**src/rtl/seg_p2s_ctrl.sv**
```systemverilog
`timescale 1ns/1ps
`default_nettype none
// ============================================================================
// Module  : seg_p2s_ctrl
// Brief   : Shifts a 64-bit seven-segment pattern MSB-first into external
//           daisy-chained shift registers, then pulses the latch strobe.
//           Optional feature macro: SEG_AUTO_REFRESH_EN (resend on change).
// Revision: 1.0 - initial release
// ============================================================================
module seg_p2s_ctrl #(
  parameter int HALF_PERIOD = 4,
  parameter int NBITS       = 64
) (
  input  logic             clk,
  input  logic             rst_n,
  input  logic             start_i,
  input  logic [NBITS-1:0] par_data_i,
  output logic             s_clk_o,
  output logic             s_dat_o,
  output logic             s_lat_o,
  output logic             s_clrn_o,
  output logic             busy_o,
  output logic             done_o
);

  localparam int PW = $clog2(HALF_PERIOD) + 1;
  localparam int BW = (NBITS > 1) ? $clog2(NBITS) : 1;

  localparam logic [PW-1:0] PH_HIGH    = PW'(HALF_PERIOD);
  localparam logic [PW-1:0] PH_BIT_END = PW'(2 * HALF_PERIOD - 1);
  localparam logic [PW-1:0] PH_LAT_END = PW'(HALF_PERIOD - 1);
  localparam logic [BW-1:0] BIT_LAST   = BW'(NBITS - 1);

  localparam logic [1:0] S_IDLE  = 2'd0;
  localparam logic [1:0] S_SHIFT = 2'd1;
  localparam logic [1:0] S_LATCH = 2'd2;
  localparam logic [1:0] S_DONE  = 2'd3;

  logic [1:0]       state_q,  state_d;
  logic [NBITS-1:0] sreg_q,   sreg_d;
  logic [BW-1:0]    bitcnt_q, bitcnt_d;
  logic [PW-1:0]    phase_q,  phase_d;
  logic             s_clrn_q;
  logic             s_clk_q, s_clk_d;
  logic             s_dat_q, s_dat_d;
  logic             s_lat_q, s_lat_d;
  logic             busy_q,  busy_d;
  logic             done_q,  done_d;
  logic             go_w;
  logic [NBITS-1:0] sreg_shift_w;

`ifdef SEG_AUTO_REFRESH_EN
  logic [NBITS-1:0] last_sent_q, last_sent_d;

  // Rotating brings sreg back to the captured pattern by LATCH time.
  assign sreg_shift_w = {sreg_q[NBITS-2:0], sreg_q[NBITS-1]};
  assign go_w         = start_i || (s_clrn_q && (par_data_i != last_sent_q));
`else
  assign sreg_shift_w = {sreg_q[NBITS-2:0], 1'b0};
  assign go_w         = start_i;
`endif

  always_ff @(posedge clk or negedge rst_n) begin
    if (!rst_n) begin
      state_q  <= S_IDLE;
      sreg_q   <= '0;
      bitcnt_q <= '0;
      phase_q  <= '0;
      s_clrn_q <= 1'b0;
      s_clk_q  <= 1'b0;
      s_dat_q  <= 1'b0;
      s_lat_q  <= 1'b0;
      busy_q   <= 1'b0;
      done_q   <= 1'b0;
`ifdef SEG_AUTO_REFRESH_EN
      last_sent_q <= '0;
`endif
    end else begin
      state_q  <= state_d;
      sreg_q   <= sreg_d;
      bitcnt_q <= bitcnt_d;
      phase_q  <= phase_d;
      s_clrn_q <= 1'b1;
      s_clk_q  <= s_clk_d;
      s_dat_q  <= s_dat_d;
      s_lat_q  <= s_lat_d;
      busy_q   <= busy_d;
      done_q   <= done_d;
`ifdef SEG_AUTO_REFRESH_EN
      last_sent_q <= last_sent_d;
`endif
    end
  end

  always_comb begin
    state_d  = state_q;
    sreg_d   = sreg_q;
    bitcnt_d = bitcnt_q;
    phase_d  = phase_q;
`ifdef SEG_AUTO_REFRESH_EN
    last_sent_d = last_sent_q;
`endif
    case (state_q)
      S_IDLE: begin
        if (go_w) begin
          state_d  = S_SHIFT;
          sreg_d   = par_data_i;
          bitcnt_d = BIT_LAST;
          phase_d  = '0;
        end
      end
      S_SHIFT: begin
        if (phase_q == PH_BIT_END) begin
          phase_d = '0;
          sreg_d  = sreg_shift_w;
          if (bitcnt_q == '0) begin
            state_d = S_LATCH;
          end else begin
            bitcnt_d = bitcnt_q - 1'b1;
          end
        end else begin
          phase_d = phase_q + 1'b1;
        end
      end
      S_LATCH: begin
`ifdef SEG_AUTO_REFRESH_EN
        last_sent_d = sreg_q;
`endif
        if (phase_q == PH_LAT_END) begin
          state_d = S_DONE;
          phase_d = '0;
        end else begin
          phase_d = phase_q + 1'b1;
        end
      end
      S_DONE:  state_d = S_IDLE;
      default: state_d = S_IDLE;
    endcase
  end

  // Outputs are decoded from next state and registered, so the pins never glitch.
  always_comb begin
    s_clk_d = (state_d == S_SHIFT) && (phase_d >= PH_HIGH);
    s_dat_d = (state_d == S_SHIFT) && sreg_d[NBITS-1];
    s_lat_d = (state_d == S_LATCH);
    busy_d  = (state_d == S_SHIFT) || (state_d == S_LATCH);
    done_d  = (state_d == S_DONE);
  end

  assign s_clk_o  = s_clk_q;
  assign s_dat_o  = s_dat_q;
  assign s_lat_o  = s_lat_q;
  assign s_clrn_o = s_clrn_q;
  assign busy_o   = busy_q;
  assign done_o   = done_q;

endmodule
`default_nettype wire
```
**config.mk**
```make
export PLATFORM = sky130hd
export DESIGN_NAME = seg_p2s_ctrl
export DESIGN_NICKNAME = d
export VERILOG_FILES = /design/src/rtl/seg_p2s_ctrl.sv
export SDC_FILE = /design/constraint.sdc
export NUM_CORES = 1
export LEC_CHECK = 0
export CAP_MARGIN = 15
export CORE_MARGIN = 2
export CORE_UTILIZATION = 40
export DETAILED_ROUTE_END_ITERATION = 12
export PLACE_DENSITY = 0.67
export RECOVER_POWER = 25
export SYNTH_ARGS = -nofsm -noshare
export SYNTH_HDL_FRONTEND = slang
export SYNTH_SLANG_ARGS = --single-unit
```
**constraint.sdc**
```tcl
create_clock -name clk -period 2 [get_ports clk]
set_input_delay 0.4 -clock clk [delete_from_list [all_inputs] [get_ports clk]]
set_output_delay 0.4 -clock clk [all_outputs]
set_load 0.02 [all_outputs]
```
# Yosys cells after proc, flatten, opt, wreduce, memory -nomap -nowiden
# Index checks and enable logic that the tools add are counted.
# word_totals
output_inout_bits,6
regBits,81
elab_cells,49
# op_classes
n_eq_ne,11
add_sub_neg,2
reduce_logical,8
n_lt_le_gt_ge,1
n_mux,16
# op_table
operator,count
64-bit 2-to-1 mux,2
64-bit one-hot mux with 2 select lines,1
6-bit 2-to-1 mux,3
6-bit one-hot mux with 2 select lines,1
3-bit 2-to-1 mux,3
3-bit one-hot mux with 3 select lines,1
"2-bit equality test, second input constant",4
2-bit 2-to-1 mux,4
2-bit one-hot mux with 4 select lines,1
6-bit zero test,1
"2-bit inequality test, second input constant",3
"6-bit by 1-bit subtractor with 6-bit output, second input constant",1
"2-bit by 1-bit equality test with 1-bit output, second input constant",2
4-bit AND reduction,1
"3-bit by 1-bit adder with 3-bit output, second input constant",1
"3-bit by 2-bit equality test with 1-bit output, second input constant",1
"3-bit equality test, second input constant",1
"3-bit >= comparator, second input constant",1
3-bit AND reduction,1
1-bit logical AND,2
2-bit zero test,1
2-bit nonzero test,1
1-bit logical OR,1

# Depth between registers and ports, before layout
# depth
word_depth,6
depth_mapped,9
mapped_depth_nobuf,7

# Least setup slack after synthesis
# OpenSTA, ideal clock, no wires.
# synth_timing
path_kind,flip-flop to flip-flop
start,reg with a tool-made name
end,"reg busy_q, in the netlist busy_o"
setup_slack_ps,-53
required_time_ps,1874
path_stages_with_launch,8
arrival_ps,1927
setup_ps,126
synth_period_minus_slack_ps,2053
cell_sequence,dfrtp_1 -> ha_1 -> ha_1 -> nand3b_1 -> buf_4 -> clkbuf_1 -> o22ai_1 -> ha_1
# synth_rtl
item,line_no,rtl
to (signal assigned),87,busy_q <= busy_d;
to (decl),47,"logic busy_q, busy_d;"

# Final worst setup path
# layout_timing
start,reg bitcnt_q[1]
end,"reg s_clk_q, in the netlist s_clk_o"
# layout_via
elab_chain_len,6
# layout_rtl
item,line_no,rtl
from (decl),41,"logic [BW-1:0] bitcnt_q, bitcnt_d;"
from (signal assigned),81,bitcnt_q <= bitcnt_d;
6-bit zero test,116,if (bitcnt_q == '0) begin
2-bit 2-to-1 mux,116,
2-bit 2-to-1 mux,113,if (phase_q == PH_BIT_END) begin
2-bit one-hot mux with 4 select lines,103,case (state_q)
named net state_d[0],39,"logic [1:0] state_q, state_d;"
2-bit by 1-bit equality test with 1-bit output,143,s_clk_d = (state_d == S_SHIFT) && (phase_d >= PH_HIGH);
1-bit logical AND,143,
named net s_clk_d,44,"logic s_clk_q, s_clk_d;"
to (signal assigned),84,s_clk_q <= s_clk_d;
to (decl),44,
# The timed path passes the listed nets, and every way through them passes these cells.
# A chain may end at the register's enable or synchronous reset.

==> metrics.txt <==
# TYPE chip_impl_metric gauge
chip_impl_metric{name="overflow",unit=""} 0
chip_impl_metric{name="number_of_nets_in_the_synthesized_netlist",unit=""} 453
chip_impl_metric{name="row_count",unit=""} 35
chip_impl_metric{name="final-setup-viol-count",unit=""} 0
chip_impl_metric{name="fp.dieArea",unit="um2"} 10100
chip_impl_metric{name="design.final.nets",unit=""} 540
chip_impl_metric{name="cp_data_required_time",unit="ns"} 2.22
chip_impl_metric{name="cts_made_buffers",unit=""} 9
chip_impl_metric{name="final.setup_skew",unit="ns"} 0.00920
chip_impl_metric{name="initial_utilization",unit=""} 0.407
chip_impl_info{name="outcome",value="completed"} 1
chip_impl_metric{name="synth_xor_xnor_area_share",unit=""} 0
chip_impl_info{name="top_count_cell_post_synth",value="sky130_fd_sc_hd__dfrtp_1"} 1
chip_impl_metric{name="compound_cell_area_share_of_the_yosys_netlist",unit=""} 0.182
chip_impl_metric{name="final_period_minus_worst_setup_slack",unit="ns"} 1.98
chip_impl_metric{name="synthArstFlopShare",unit=""} 1.00
chip_impl_info{name="synth.largest_area_cell",value="sky130_fd_sc_hd__dfrtp_1"} 1
chip_impl_metric{name="multi_input_area",unit="um2"} 1570
chip_impl_metric{name="timing.max_slew.rel_slack",unit=""} 0.446
chip_impl_info{name="setup.worst_path.start_class",value="register"} 1
chip_impl_metric{name="synth_top_area_share",unit=""} 0.544
chip_impl_info{name="worstSetupEndpointType",value="register"} 1
chip_impl_metric{name="num_antenna_cells",unit=""} 0
chip_impl_metric{name="clkLatencyLatePin",unit="ns"} 0.35
chip_impl_metric{name="post-route-drc-count",unit=""} 0
chip_impl_metric{name="adder_and_majority_gate_portion_of_the_synthesized_area",unit=""} 0.0268
chip_impl_metric{name="globalplace.congestion",unit=""} 0.814
chip_impl_metric{name="route.detailed.vias_per_inst",unit=""} 5.54
chip_impl_metric{name="post_synth_mux_area_share",unit=""} 0.00537
chip_impl_metric{name="finalPower",unit="W"} 0.00323
chip_impl_metric{name="grt_first_pass_wirelength",unit="um"} 14900
chip_impl_metric{name="fin_crit_sh",unit=""} 0.990
chip_impl_metric{name="antenna_found_initial",unit=""} 0
chip_impl_metric{name="seq_area_frac_synth",unit=""} 0.544
chip_impl_metric{name="worst_setup_hold_path_clk_slew",unit="ns"} 0.08
chip_impl_metric{name="post_synth_instance_area",unit="um2"} 3730
chip_impl_metric{name="post_synth_inst_count",unit=""} 378
chip_impl_metric{name="timing.final.max_slew_violations",unit=""} 0
chip_impl_info{name="largest_family_of_logic_cells_by_synthesized_area",value="simple AND/OR/NAND/NOR gates"} 1
chip_impl_metric{name="ios",unit=""} 73
chip_impl_metric{name="synth-simple-area-share",unit=""} 0.192
chip_impl_metric{name="maximum_number_of_pins_on_one_net_before_global_route_repair",unit=""} 43
chip_impl_metric{name="netlist-cell-type-count",unit=""} 40
chip_impl_info{name="cts_tree",value="yes"} 1
chip_impl_metric{name="die_span_y",unit="um"} 101
chip_impl_metric{name="number_of_global_route_vias_before_repair",unit=""} 3171
chip_impl_metric{name="nFillCells",unit=""} 814
chip_impl_metric{name="fin_ws",unit="ns"} 0.0192
chip_impl_info{name="worst-setup-path-type",value="register to register"} 1
chip_impl_info{name="synth_flop_cell",value="sky130_fd_sc_hd__dfrtp_1"} 1
chip_impl_metric{name="synth-seq-cells",unit=""} 81
chip_impl_metric{name="port_buffers",unit=""} 72
chip_impl_metric{name="final_hold_viol_count",unit=""} 0
chip_impl_info{name="unrepaired_setup_endpoints_after_global_routing",value="yes"} 1
chip_impl_metric{name="place_hpwl",unit="um"} 5690
chip_impl_metric{name="layout-area-overhead-vs-synth",unit="%"} 35.2
chip_impl_metric{name="register_area",unit="um2"} 2030
chip_impl_info{name="min_path_type",value="register to register"} 1
chip_impl_metric{name="tightest_slew",unit="ns"} 0.831
chip_impl_metric{name="clock-sinks",unit=""} 81
chip_impl_metric{name="cts_buffer_depth",unit=""} 2
chip_impl_info{name="cts_root_buf",value="sky130_fd_sc_hd__clkbuf_8"} 1
chip_impl_metric{name="finalWirelength",unit="um"} 9120
chip_impl_metric{name="power.leakage",unit="nW"} 2.39
chip_impl_metric{name="drt_initial_violations",unit=""} 210
chip_impl_info{name="post_synth_most_frequent_cells",value="sky130_fd_sc_hd__dfrtp_1, sky130_fd_sc_hd__nand2_1, sky130_fd_sc_hd__nand3_1"} 1
chip_impl_metric{name="top_achievable_clock_speed",unit="GHz"} 0.505
chip_impl_metric{name="cts_max_level",unit=""} 3
chip_impl_metric{name="timing.max_cap.violations",unit=""} 0
chip_impl_metric{name="synth-edff-count",unit=""} 0
chip_impl_metric{name="grt_util_all_layers",unit=""} 0.184
chip_impl_metric{name="placement_stage_worst_setup_slack",unit="ns"} -0.0640
chip_impl_metric{name="fraction_of_final_layout_cells_with_drive_strength_greater_than_1",unit=""} 0.140
chip_impl_metric{name="critPathArrivalTime",unit="ns"} 2.20
chip_impl_metric{name="power_per_cell_area",unit="nW/um2"} 641
chip_impl_metric{name="postRouteAntennaNets",unit=""} 0
chip_impl_metric{name="core_region_area",unit="um2"} 9150
chip_impl_info{name="synth.area.top_cells",value="sky130_fd_sc_hd__dfrtp_1, sky130_fd_sc_hd__a22oi_1, sky130_fd_sc_hd__nand3_1"} 1
chip_impl_metric{name="firstDrtPassIters",unit=""} 5
chip_impl_metric{name="vdd_ir_drop_max",unit="mV"} 0.405
chip_impl_metric{name="yosysWarnings",unit=""} 0
chip_impl_metric{name="worst-path-max-fanout",unit=""} 6
chip_impl_metric{name="routed_vias",unit=""} 3220
chip_impl_metric{name="fp.dieW",unit="um"} 101
chip_impl_metric{name="syn_area_per_cell",unit="um2"} 9.86
chip_impl_metric{name="wl_per_cell",unit="um"} 15.7
==> cell families (layout without fill, tap and decap cells) <==
family | Yosys count | in the layout
and+or+nand+nor | 152 | 152
AOI/OAI and AO/OA | 93 | 93
DFF | 81 | 81
buffers and inverters | 41 | 133
adders and majority gates | 8 | 8
muxes | 2 | 2
other | 1 | 1
==> repair_timing <==
item | CTS | global route
resized for setup | 3 | 8
gates cloned | 0 | 0
setup buffers | 3 | 7
pin swaps | 0 | 4
setup endpoints to repair | 16 | 43
hold endpoints to repair | 30 | 0
hold buffers | 1 | 0
==> worst max-delay path, stage by stage (launching register included) <==
cell and delay, ns:
sky130_fd_sc_hd__dfrtp_1 0.41, sky130_fd_sc_hd__inv_2 0.09, sky130_fd_sc_hd__ha_4 0.13, sky130_fd_sc_hd__or4b_4 0.51
sky130_fd_sc_hd__nor3b_4 0.25, sky130_fd_sc_hd__o22ai_2 0.15, sky130_fd_sc_hd__ha_2 0.20, sky130_fd_sc_hd__a21boi_1 0.12
==> per-stage QoR <==
stage               cells  cell area (um2)  utilization  TNS, ns  hold WS (ns)
global route          581             5040        0.551  -0.0470         0.533
floorplan             378             3730            -        0         0.104
CTS                   574             4970        0.543        0         0.506
finish                581             5040        0.551        0         0.504
global placement      554             4710        0.515  -0.0129         0.364
detailed placement    554             4710        0.515   -0.223         0.369
==> flip-flops by register name (all words and copies together) (netlist names), named ones only <==
name      cells
busy_o        1
s_dat_o       1
phase_q       2
s_clrn_o      1
state_q       2
s_lat_o       1
bitcnt_q      6
done_o        1
s_clk_o       1
sreg_q       64
==> final timing paths <==
check / startpoint / endpoint / slack, ns / depth (start not counted)
worst min register to register: sreg_q[51]$_DFFE_PN0P_ / sreg_q[51]$_DFFE_PN0P_ / 0.50 / 2
worst max register to register: bitcnt_q[1]$_DFFE_PN0P_ / s_clk_o$_DFF_PN0_ / 0.02 / 7
min in group asynchronous: rst_n / s_clrn_o$_DFF_PN0_ / 0.68 / 2
worst min-delay path: sreg_q[51]$_DFFE_PN0P_ / sreg_q[51]$_DFFE_PN0P_ / 0.50 / 2
worst max-delay path: bitcnt_q[1]$_DFFE_PN0P_ / s_clk_o$_DFF_PN0_ / 0.02 / 7
max in group asynchronous: rst_n / sreg_q[54]$_DFFE_PN0P_ / 0.50 / 3
==> per-layer routing <==
| metal | GRT usage | routed length [um] | up-vias |
|---|---|---|---|
| met2 | 0.287 | 4430 | 88 |
| met4 | 0.0717 | 191 | 0 |
| met1 | 0.252 | 4020 | 1570 |
| li1 | - | - | 1545 |
| met5 | 0 | 0 | - |
| met3 | 0.0381 | 478 | 17 |
==> where the power goes <==
group          internal (W)  switching (W)
sequential          0.00170      0.0000378
clock              0.000646       0.000597
combinational      0.000157      0.0000936
total               0.00250       0.000728
==> layout by cell type (no fill, tap or decap), types with 2 or more instances in the layout <==
cell | netlist | layout
sky130_fd_sc_hd__dfrtp_1 | 81 | 81
sky130_fd_sc_hd__clkdlybuf4s50_1 | 0 | 71
sky130_fd_sc_hd__nand2_1 | 64 | 64
sky130_fd_sc_hd__nand3_1 | 64 | 64
sky130_fd_sc_hd__a22oi_1 | 63 | 62
sky130_fd_sc_hd__buf_4 | 4 | 29
sky130_fd_sc_hd__clkbuf_8 | 0 | 11
sky130_fd_sc_hd__a21oi_1 | 8 | 8
sky130_fd_sc_hd__inv_1 | 8 | 6
sky130_fd_sc_hd__buf_12 | 0 | 6
sky130_fd_sc_hd__ha_1 | 8 | 5
sky130_fd_sc_hd__nor3_1 | 4 | 4
sky130_fd_sc_hd__o21ai_0 | 4 | 4
sky130_fd_sc_hd__nor2_1 | 4 | 4
sky130_fd_sc_hd__nand2b_1 | 3 | 3
sky130_fd_sc_hd__nor2b_1 | 3 | 3
sky130_fd_sc_hd__o211ai_1 | 3 | 3
sky130_fd_sc_hd__mux2i_1 | 2 | 2
sky130_fd_sc_hd__a221oi_1 | 2 | 2
sky130_fd_sc_hd__inv_2 | 0 | 2
sky130_fd_sc_hd__o22ai_1 | 3 | 2
sky130_fd_sc_hd__a21boi_1 | 1 | 2
sky130_fd_sc_hd__ha_2 | 0 | 2
sky130_fd_sc_hd__clkbuf_2 | 0 | 2
==> cell type report <==
cell class              count  share of cell area
repair buffers            109               0.212
clock inverters             4              0.0102
multi-input cells         256               0.311
inverters                   8             0.00596
flip-flops and latches     81               0.402
well taps                 111              0.0276
clock buffers              12              0.0308
Note: power is estimated with default switching activity, not from simulation.
